===== config.mk =====
export PLATFORM = sky130hd
export DESIGN_NAME = bus_master_requester_flat
export DESIGN_NICKNAME = d
export VERILOG_FILES = /design/src/rtl/bus_pkg.sv /design/src/rtl/bus_master_requester_if.sv /design/src/rtl/bus_timeout_counter.sv /design/src/rtl/bus_master_requester.sv /design/src/flat_wrapper.sv
export SDC_FILE = /design/constraint.sdc
export NUM_CORES = 1
export LEC_CHECK = 0
export ABC_AREA = 1
export BUFFER_PORTS_ARGS = -buffer_cell sky130_fd_sc_hd__buf_4
export CORE_ASPECT_RATIO = 0.5
export CORE_MARGIN = 5
export CORE_UTILIZATION = 46
export CTS_CLUSTER_DIAMETER = 40
export DETAILED_ROUTE_END_ITERATION = 16
export GPL_TIMING_DRIVEN = 0
export PLACE_DENSITY_LB_ADDON = 0.1
export SYNTH_ARGS = -nofsm -noshare
export SYNTH_HDL_FRONTEND = slang
export SYNTH_SLANG_ARGS = --single-unit

===== constraint.sdc =====
create_clock -name clk -period 1.85 [get_ports clk]
set_input_delay 0.555 -clock clk [delete_from_list [all_inputs] [get_ports clk]]
set_output_delay 0.555 -clock clk [all_outputs]
set_load 0.05 [all_outputs]

===== src/rtl/bus_pkg.sv =====
// Shared bus definitions: master-requester states, default widths and
// response flag layout reused by the slave side.
package bus_pkg;

  typedef enum logic [1:0] {
    IDLE    = 2'd0,
    REQUEST = 2'd1,
    XFER    = 2'd2,
    RELEASE = 2'd3
  } mreq_state_e;

  localparam int BUS_AW_DEFAULT = 16;
  localparam int BUS_DW_DEFAULT = 8;

  // Response flag vector: error qualifier and completion strobe.
  localparam int RSP_ERR_BIT = 0;
  localparam int RSP_VLD_BIT = 1;
  localparam int RSP_FLAG_W  = 2;

endpackage


===== src/rtl/bus_master_requester_if.sv =====
// Local command/response, arbiter handshake and system-bus transfer signals
// of one master port; master = requester view, slave = environment view.
interface bus_master_requester_if
  import bus_pkg::*;
#(
  parameter int AW = BUS_AW_DEFAULT,
  parameter int DW = BUS_DW_DEFAULT
) ();

  logic          req_valid;
  logic          req_ready;
  logic          req_write;
  logic [AW-1:0] req_addr;
  logic [DW-1:0] req_wdata;

  logic          rsp_valid;
  logic [DW-1:0] rsp_rdata;
  logic          rsp_err;

  logic          BREQ;
  logic          BGRANT;

  logic          bus_valid;
  logic          bus_write;
  logic [AW-1:0] bus_addr;
  logic [DW-1:0] bus_wdata;
  logic          bus_ready;
  logic [DW-1:0] bus_rdata;

  modport master (
    input  req_valid, req_write, req_addr, req_wdata,
    input  BGRANT, bus_ready, bus_rdata,
    output req_ready, rsp_valid, rsp_rdata, rsp_err,
    output BREQ, bus_valid, bus_write, bus_addr, bus_wdata
  );

  modport slave (
    output req_valid, req_write, req_addr, req_wdata,
    output BGRANT, bus_ready, bus_rdata,
    input  req_ready, rsp_valid, rsp_rdata, rsp_err,
    input  BREQ, bus_valid, bus_write, bus_addr, bus_wdata
  );

endinterface


===== src/rtl/bus_timeout_counter.sv =====
// Saturating wait-state counter; expired flags the cycle on which the count
// would reach TIMEOUT, so the owning state lasts exactly TIMEOUT cycles.
module bus_timeout_counter #(
  parameter int TIMEOUT = 255
) (
  input  logic clk,
  input  logic rst,
  input  logic clear,
  input  logic enable,
  output logic expired
);

  localparam int CW = $clog2(TIMEOUT + 1);

  logic [CW-1:0] r_count;
  logic [CW-1:0] w_next;

  assign w_next  = r_count + 1'b1;
  assign expired = enable && (w_next == CW'(TIMEOUT));

  always_ff @(posedge clk) begin
    if (rst || clear) begin
      r_count <= '0;
    end else if (enable && (r_count != CW'(TIMEOUT))) begin
      r_count <= w_next;
    end
  end

endmodule


===== src/rtl/bus_master_requester.sv =====
// Master-side requester in front of the two-master arbiter: one command,
// BREQ/BGRANT handshake, single bus transfer. Wait-state abort under MASTER_TIMEOUT_EN.
module bus_master_requester
  import bus_pkg::*;
#(
  parameter int AW      = BUS_AW_DEFAULT,
  parameter int DW      = BUS_DW_DEFAULT,
  parameter int TIMEOUT = 255
) (
  input  logic                   clk,
  input  logic                   rst,
  bus_master_requester_if.master bif
);

  mreq_state_e            r_state;
  mreq_state_e            w_state_nxt;
  logic                   w_accept;
  logic                   w_enter_release;
  logic                   w_err_nxt;
  logic                   w_capture_rd;
  logic                   w_expired;

  logic                   r_write;
  logic [AW-1:0]          r_addr;
  logic [DW-1:0]          r_wdata;
  logic [DW-1:0]          r_rdata;
  logic [RSP_FLAG_W-1:0]  r_rsp_flags;

  assign w_accept = (r_state == IDLE) && bif.req_valid;

  always_ff @(posedge clk) begin
    if (rst) begin
      r_state <= IDLE;
    end else begin
      r_state <= w_state_nxt;
    end
  end

  // bus_ready outranks a simultaneous grant loss; grant outranks a timeout.
  always_comb begin
    w_state_nxt  = r_state;
    w_err_nxt    = 1'b0;
    w_capture_rd = 1'b0;
    unique case (r_state)
      IDLE: begin
        if (bif.req_valid) w_state_nxt = REQUEST;
      end
      REQUEST: begin
        if (bif.BGRANT) begin
          w_state_nxt = XFER;
        end else if (w_expired) begin
          w_state_nxt = RELEASE;
          w_err_nxt   = 1'b1;
        end
      end
      XFER: begin
        if (bif.bus_ready) begin
          w_state_nxt  = RELEASE;
          w_capture_rd = ~r_write;
        end else if (!bif.BGRANT || w_expired) begin
          w_state_nxt = RELEASE;
          w_err_nxt   = 1'b1;
        end
      end
      RELEASE: begin
        if (!bif.BGRANT) w_state_nxt = IDLE;
      end
      default: w_state_nxt = IDLE;
    endcase
  end

  assign w_enter_release = (w_state_nxt == RELEASE) && (r_state != RELEASE);

`ifdef MASTER_TIMEOUT_EN
  logic w_to_clear;
  logic w_to_enable;

  assign w_to_clear  = (w_state_nxt != r_state) &&
                       ((w_state_nxt == REQUEST) || (w_state_nxt == XFER));
  assign w_to_enable = (r_state == REQUEST) || (r_state == XFER);

  bus_timeout_counter #(
    .TIMEOUT (TIMEOUT)
  ) u_timeout (
    .clk     (clk),
    .rst     (rst),
    .clear   (w_to_clear),
    .enable  (w_to_enable),
    .expired (w_expired)
  );
`else
  assign w_expired = 1'b0;
`endif

  // Command and read data are plain data registers; outputs gate them to 0.
  always_ff @(posedge clk) begin
    if (w_accept) begin
      r_write <= bif.req_write;
      r_addr  <= bif.req_addr;
      r_wdata <= bif.req_wdata;
    end
    if (w_enter_release) begin
      r_rdata <= w_capture_rd ? bif.bus_rdata : '0;
    end
  end

  always_ff @(posedge clk) begin
    if (rst) begin
      r_rsp_flags <= '0;
    end else begin
      r_rsp_flags <= '0;
      if (w_enter_release) begin
        r_rsp_flags[RSP_VLD_BIT] <= 1'b1;
        r_rsp_flags[RSP_ERR_BIT] <= w_err_nxt;
      end
    end
  end

  assign bif.req_ready = (r_state == IDLE);
  assign bif.BREQ      = (r_state == REQUEST) || (r_state == XFER);
  assign bif.bus_valid = (r_state == XFER);
  assign bif.bus_write = bif.bus_valid & r_write;
  assign bif.bus_addr  = bif.bus_valid ? r_addr  : '0;
  assign bif.bus_wdata = bif.bus_valid ? r_wdata : '0;
  assign bif.rsp_valid = r_rsp_flags[RSP_VLD_BIT];
  assign bif.rsp_err   = r_rsp_flags[RSP_ERR_BIT];
  assign bif.rsp_rdata = r_rsp_flags[RSP_VLD_BIT] ? r_rdata : '0;

endmodule


===== src/flat_wrapper.sv =====
// flat-port wrapper written by rule: the top's interface ports become plain ports
module bus_master_requester_flat import bus_pkg::*;
#(
  parameter int AW      = BUS_AW_DEFAULT,
  parameter int DW      = BUS_DW_DEFAULT,
  parameter int TIMEOUT = 255
)
  (clk, rst, bif_req_valid, bif_req_write, bif_req_addr, bif_req_wdata, bif_BGRANT, bif_bus_ready, bif_bus_rdata, bif_req_ready, bif_rsp_valid, bif_rsp_rdata, bif_rsp_err, bif_BREQ, bif_bus_valid, bif_bus_write, bif_bus_addr, bif_bus_wdata);
  bus_master_requester_if #(.AW(AW), .DW(DW)) bif_i ();
  input  logic clk;
  input  logic rst;
  input wire logic [$bits(bif_i.req_valid)-1:0] bif_req_valid;
  input wire logic [$bits(bif_i.req_write)-1:0] bif_req_write;
  input wire logic [$bits(bif_i.req_addr)-1:0] bif_req_addr;
  input wire logic [$bits(bif_i.req_wdata)-1:0] bif_req_wdata;
  input wire logic [$bits(bif_i.BGRANT)-1:0] bif_BGRANT;
  input wire logic [$bits(bif_i.bus_ready)-1:0] bif_bus_ready;
  input wire logic [$bits(bif_i.bus_rdata)-1:0] bif_bus_rdata;
  output wire logic [$bits(bif_i.req_ready)-1:0] bif_req_ready;
  output wire logic [$bits(bif_i.rsp_valid)-1:0] bif_rsp_valid;
  output wire logic [$bits(bif_i.rsp_rdata)-1:0] bif_rsp_rdata;
  output wire logic [$bits(bif_i.rsp_err)-1:0] bif_rsp_err;
  output wire logic [$bits(bif_i.BREQ)-1:0] bif_BREQ;
  output wire logic [$bits(bif_i.bus_valid)-1:0] bif_bus_valid;
  output wire logic [$bits(bif_i.bus_write)-1:0] bif_bus_write;
  output wire logic [$bits(bif_i.bus_addr)-1:0] bif_bus_addr;
  output wire logic [$bits(bif_i.bus_wdata)-1:0] bif_bus_wdata;
  assign bif_i.req_valid = bif_req_valid;
  assign bif_i.req_write = bif_req_write;
  assign bif_i.req_addr = bif_req_addr;
  assign bif_i.req_wdata = bif_req_wdata;
  assign bif_i.BGRANT = bif_BGRANT;
  assign bif_i.bus_ready = bif_bus_ready;
  assign bif_i.bus_rdata = bif_bus_rdata;
  assign bif_req_ready = bif_i.req_ready;
  assign bif_rsp_valid = bif_i.rsp_valid;
  assign bif_rsp_rdata = bif_i.rsp_rdata;
  assign bif_rsp_err = bif_i.rsp_err;
  assign bif_BREQ = bif_i.BREQ;
  assign bif_bus_valid = bif_i.bus_valid;
  assign bif_bus_write = bif_i.bus_write;
  assign bif_bus_addr = bif_i.bus_addr;
  assign bif_bus_wdata = bif_i.bus_wdata;
  bus_master_requester #(.AW(AW), .DW(DW), .TIMEOUT(TIMEOUT)) u_core (.clk(clk), .rst(rst), .bif(bif_i));
endmodule

==> results of run 1 <==
[report_power, final]
group	internal [mW]	leakage (nW)	total [mW]	switching, mW
clock network	0.268	0.0395	0.531	0.264
logic	0.323	0.802	0.917	0.594
registers	1.05	0.349	1.10	0.0511
total	1.64	1.19	2.55	0.909
[worst min path at each step]
stage | from | end | slack (ns)
final | rst | u_core.r_state[0]$_SDFF_PP0_ | 0.44
after global routing | rst | u_core.r_state[0]$_SDFF_PP0_ | 0.42
after CTS | rst | u_core.r_state[0]$_SDFF_PP0_ | 0.43
after detailed placement | u_core.r_state[0]$_SDFF_PP0_ | u_core.r_state[0]$_SDFF_PP0_ | 0.53
after global placement | u_core.r_state[0]$_SDFF_PP0_ | u_core.r_state[0]$_SDFF_PP0_ | 0.52
after floorplan | u_core.r_state[0]$_SDFF_PP0_ | u_core.r_state[0]$_SDFF_PP0_ | 0.50
[flip-flops by register name, summed over array words and instances, names as in the netlist]
name                flops
u_core.r_state          2
u_core.r_rsp_flags      2
u_core.r_rdata          8
u_core.r_write          1
u_core.r_wdata          8
u_core.r_addr          16
[layout make-up]
cell class	instances	area [µm²]	area share [%]
buffer	3	51.30	1.950
clock buffer	8	80.08	3.043
inverter	50	269.0	10.22
multi-input combinational	66	396.6	15.07
sequential	37	1076	40.89
tap	51	63.81	2.425
timing repair buffer	78	694.4	26.39
[cells in the final DEF, fill, tap and decap left out, types with 3 or more instances in the layout]
cell type and count:
nor2_1 3, edfxtp_1 33, nand2_2 18, clkbuf_8 5, nand2_1 22, ha_1 3
inv_1 28, buf_4 53, clkbuf_1 3, nor2_2 8, clkinvlp_4 21, buf_8 4
buf_6 22, nand2_4 3, nand3_1 3
[metal layers]
metal | vias up | global-route usage (%) | routed length, µm
li1 | 627 | - | -
met1 | 546 | 16.68 | 1350
met2 | 33 | 30.89 | 1931
met3 | 2 | 4.624 | 194
met4 | 0 | 2.158 | 7
met5 | - | 0 | 0
[what timing repair did]
action,in CTS,in global routing
resized for setup,50,14
buffers inserted,3,0
setup endpoints to repair,25,33
pin swaps,0,0
hold buffers,0,0
[worst max-delay path: cells and delay by family, from the launching register on]
family,cells,cell delay (ns)
adders and majority gates,1,0.18
buffers and inverters,4,0.42
DFF,1,0.36
and+or+nand+nor,1,0.08
[cells by family (layout without fill, tap and decap cells)]
| logic type | Yosys count | after routing | synth area share [%] |
|---|---|---|---|
| AO/OA/AOI/OAI | 3 | 3 | 1.010 |
| flip-flops | 37 | 37 | 66.51 |
| adder cells (fa/ha/maj) | 4 | 4 | 3.108 |
| buffers and inverters | 55 | 139 | 13.68 |
| AND/OR/NAND/NOR | 59 | 59 | 15.70 |
[synth_stat cells]
cell type,n
buf_2,2
nand2_2,1
a31oi_1,1
ha_1,4
nand3_1,3
clkbuf_1,1
nor2_1,3
dfxtp_1,4
edfxtp_1,33
nor2_2,8
buf_6,1
or2_2,1
nand2_1,42
buf_4,1
o21ai_0,2
or2_1,1
inv_1,50
==> flow_summary.toml, run 1 <==
[job]
max_cap_viol_count = 0

[worst_setup_path]
arrival_ns = 1.32
cp.required_ns = 1.29
critPathCaptureType = "output port"
slowest_stage = "dfxtp_4"
rrSetupSlack_ns = 0.18
path_max_fanout = 10
r2r-end = "u_core.r_rdata[1]$_SDFFCE_PN0P_"
cpPeakStageDelay_ns = 0.36
crit_start = "u_core.r_state[0]$_SDFF_PP0_"
crit_chain = "inv_4 > ha_4 > buf_12 > nand2_2 > clkinvlp_4 > buf_6"
crit_type = "reg -> out"
cp-endpoint = "bif_bus_addr[6]"
reg2reg_depth = 9
r2r_start = "u_core.r_state[0]$_SDFF_PP0_"
cp-start-kind = "flop"

[clocking]
root_buffer = "clkbuf_8"
clock_sinks = 37
clkTransAtPathRegs_ns = 0.07
cts_buffers = 5
clock_latency_ns = 0.27
cts_max_path_buffers = 2
htreeDepth = 2
cts_tree = "done"

[placement]
dp.cells = 284
port_buffers = 75
gp_congestion = 0.6817
dpl_worst_slack_ns = -0.1135
place_area_um2 = 2330
hpwl_mm = 2.527

[timing]
post-route-period-util_pct = 101.4
fin_crit_ns = 1.877
setup_slack_ns = -0.02672
finClkSkew_ns = 0.002744
slew_viol_final = 0
fin_hold_ws_ns = 0.4375
max_freq_mhz = 532.8
relSlewSlack_pct = 63.75
hold_viol = 0
rsz0062_at_grt = "yes"
setup_viol = 20
setup_tns_ns = -0.3381
tightestPinTransition_ns = 0.5426

[layout]
fin_nets = 283
final_core_util_pct = 77.46
drive_above_1_share_pct = 58.26
finalNonFillerCells = 293
n_fill_cell = 221
final_area_um2 = 2631
syn_to_final_growth_pct = 63.40
diodes = 0

[yosys]
synth-seq-cells = 37
ys_types = 17
ys_warn_count = 0
syn_area_per_cell_um2 = 10.19
postSynthCellCount = 158
seq_area_frac_synth_pct = 66.51
synth_top_area_cell = "edfxtp_1"
syn-num-nets = 200
synth_top_area_share_pct = 61.54
synth_area_leaders = "edfxtp_1 (62%), inv_1 (12%), nand2_1 (9.8%)"
synth_area_um2 = 1610

[grt]
grt_use_total_pct = 15.46
grt_pass1_vias = 1270
antenna_found_initial = 0
grt_pass1_wl_mm = 5.706
overflow = 0
grt_max_degree = 26

[route]
route.detailed.drc = 0
first_pass_iters = 3
ant_nets = 0
drt-total-wl_mm = 3.483
wl_per_cell_um = 11.89
vias = 1208
drtIter0Drc = 29
viasPerCell = 4.123

[min_path]
hold_class = "in -> reg"
holdPathStages = 2

[power]
finalPower_mw = 2.546
pwr_density_cell_nw_per_um2 = 967.6
leakage_nw = 1.190
worst_ir_drop_vdd_v = 0.0004879

[run_status]
violations = "negative setup slack"
status = "complete, but fails checks"

[floorplan]
core_area_um2 = 3397
io_pins = 76
start_util_pct = 47.40
die_h_um = 51.84
dieArea_um2 = 4856
die_width_um = 93.68
rows = 15
Power figures use the tool's default switching activity.
==> inputs of run 2 (changes only) <==
--- a/config.mk
+++ b/config.mk
@@ -5,11 +5,10 @@
 export SDC_FILE = /design/constraint.sdc
 export NUM_CORES = 1
 export LEC_CHECK = 0
-export ABC_AREA = 1
 export BUFFER_PORTS_ARGS = -buffer_cell sky130_fd_sc_hd__buf_4
 export CORE_ASPECT_RATIO = 0.5
 export CORE_MARGIN = 5
-export CORE_UTILIZATION = 46
+export CORE_UTILIZATION = 45
 export CTS_CLUSTER_DIAMETER = 40
 export DETAILED_ROUTE_END_ITERATION = 16
 export GPL_TIMING_DRIVEN = 0
==> run 2 against run 1 <==
Effect of this change:
- the flow still finishes with violations (negative setup slack)
- sequential power is 8% lower
- sequential share of layout area is 1.9 points higher
- hold slack better by 0.0019 ns
- critical path depth is 1 lower
- maximum frequency is 0.32% lower
- clock skew is 0.0052 ns higher
- via count is 11% lower
- largest power group unchanged
- highest routed layer unchanged
==> flow_summary.toml, run 2 <==
[power]
p_int_mw = 1.457
p_clk_share_pct = 26.5
worst_ir_drop_vdd_v = 0.0005111
power_switching_mw = 0.5764
swShare_pct = 28.34
p_seq_share_pct = 49.6
pwr_density_cell_nw_per_um2 = 809.5
leakage_nw = 1.067
combPwrFrac_pct = 23.9

[route]
ant_nets = 0
viasPerCell = 4.612
first_pass_iters = 3
drt-total-wl_mm = 3.380
route.detailed.drc = 0
drtIter0Drc = 46
wl_per_cell_um = 14.57
vias = 1070

[layout]
finalNonFillerCells = 232
regMostFlops = "u_core.r_addr"
largest_reg_flops = 16
fin_nets = 233
syn_to_final_growth_pct = 65.54
n_fill_cell = 183
final_cell_mix = "buf_4 (56), edfxtp_1 (33), and2_1 (19)"
diodes = 0
biggestRegsByFlops = "u_core.r_addr x16, u_core.r_rdata x8, u_core.r_wdata x8"
mostFrequentLayoutCell = "buf_4"
drive_above_1_share_pct = 65.10

[clocking]
cts_max_path_buffers = 2
root_buffer = "clkbuf_8"
cts_tree = "done"
clock_sinks = 37
clkTransAtPathRegs_ns = 0.07
clock_latency_ns = 0.29
htreeDepth = 2
cts_buffers = 5
cts_hold_buf = 0

[timing]
hold_viol = 0
setup_slack_ns = -0.03277
post-route-period-util_pct = 101.8
slew_viol_final = 0
fin_crit_ns = 1.883
rsz0062_at_grt = "yes"
finClkSkew_ns = 0.007933
setup_viol = 16
relSlewSlack_pct = 61.41
max_freq_mhz = 531.1
tightestPinTransition_ns = 0.5788

[floorplan]
rows = 14
io_pins = 76
die_width_um = 92.13
start_util_pct = 48.68
dieArea_um2 = 4705
die_h_um = 51.07
core_area_um2 = 3118

[yosys]
ys_types = 21
synth-seq-cells = 37
synth_top_area_share_pct = 65.29
syn-num-nets = 146
synthArstFlopShare_pct = 0
ys_warn_count = 0
syn_area_per_cell_um2 = 14.59
synth_area_leaders = "edfxtp_1 (65%), and2_1 (17%), dfxtp_1 (5.3%)"
synth_top_cells_by_count = "and2_1 (42), edfxtp_1 (33), dfxtp_1 (4), ha_1 (4), inv_1 (3)"
synth_edf_count = 33
seq_area_frac_synth_pct = 70.57
synth_area_um2 = 1518
ys.flop_type = "edfxtp_1"
postSynthCellCount = 104
synth.most_common_cell = "and2_1"
synth_top_area_cell = "edfxtp_1"

[worst_setup_path]
crit_type = "reg -> out"
cp.required_ns = 1.29
cp-start-kind = "flop"
critPathCaptureType = "output port"
slowest_stage = "dfxtp_4"
crit_chain = "inv_4 > ha_4 > buf_8 > and2_2 > buf_6"
cpPeakStageDelay_ns = 0.36
path_max_fanout = 10
arrival_ns = 1.33

[placement]
port_buffers = 75
hpwl_mm = 2.521
gp_congestion = 0.7513
dp.cells = 219
dpl_worst_slack_ns = -0.1676

[grt]
grt_pass1_wl_mm = 5.126
grt_max_degree = 26
grt_use_total_pct = 14.74
overflow = 0
grt_pass1_vias = 1013
antenna_found_initial = 0

[job]
max_cap_viol_count = 0

[run_status]
status = "complete, but fails checks"
violations = "negative setup slack"

[min_path]
hold_class = "in -> reg"
-- run 2: cell count changes after synthesis, sizes merged, moves of 2 or more --
cell	before	now
nand3	3	0
inv	50	3
nand2	43	1
a21oi	0	2
or2	2	0
nor2	11	2
buf	4	1
and2	0	42
-- run 2: repair_timing --
item                       4_1_cts  5_1_grt
gates cloned                     0        0
pin swaps                        1        0
gates resized for setup         42        8
setup endpoints to repair       58       32
buffers inserted                 5        1
-- run 2: cell families after synthesis --
logic type      Yosys count  share of synthesized area [%]
buf+inv                   6                          1.566
fa+ha+maj                 4                          3.298
simple gates             48                          19.54
compound gates            7                          3.627
flops                    37                          70.57
mux                       2                          1.401
-- run 2: final cells by class --
class	count	area, µm²	share of cell area [%]
Clock inverter	3	17.52	0.6972
Timing Repair Buffer	81	744.5	29.63
Inverter	3	13.76	0.5478
Multi-Input combinational cell	61	511.7	20.37
Clock buffer	5	68.82	2.739
Buffer	2	30.03	1.195
Tap cell	40	50.05	1.992
Sequential cell	37	1076	42.83
-- run 2: worst paths after layout --
check	depth (start not counted)	slack [ns]	startpoint	end
worst min register to register	2	0.71	u_core.r_state[1]$_SDFF_PP0_	u_core.r_state[1]$_SDFF_PP0_
worst min-delay path	1	0.44	bif_req_addr[12]	u_core.r_addr[12]$_DFFE_PP_
worst max-delay path	5	-0.03	u_core.r_state[0]$_SDFF_PP0_	bif_bus_wdata[6]
worst max register to register	7	0.04	u_core.r_state[0]$_SDFF_PP0_	u_core.r_rdata[4]$_SDFFCE_PN0P_
-- run 2: metal layers --
metal	share of wire [%]	global-route usage (%)
met1	41	16.57
met2	51	26.21
met3	7.8	5.718
met4	0.30	5.172
met5	0	0
-- run 2: power by group through the flow --
stage,Clock (mW),Sequential (mW),Combinational (mW)
final,0.538,1.01,0.486
after CTS,0.555,1.01,0.471
after global placement,0,1.03,0.402
after global routing,0.605,1.02,0.511
after floorplan,0,1.03,0.275
after detailed placement,0,1.03,0.410
-- run 2: worst max-delay path: cells and delay by family (launching register included) --
| kind | cells | cell delay, ns |
|---|---|---|
| buf+inv | 3 | 0.33 |
| fa+ha+maj | 1 | 0.18 |
| flops | 1 | 0.36 |
| simple gates | 1 | 0.17 |
-- run 2: metrics by stage --
stage               utilization, %  cell area [µm²]  setup TNS (ns)  power [mW]  hold slack, ns
floorplan                        -             1598          -1.118       1.303          0.6144
global placement             70.91             2211          -3.296       1.430          0.6928
detailed placement           70.91             2211          -4.754       1.441          0.7021
CTS                          79.57             2481         -0.8776       2.035          0.4299
global route                 80.58             2512          -1.686       2.132          0.4193
finish                       80.58             2512         -0.3728       2.034          0.4394
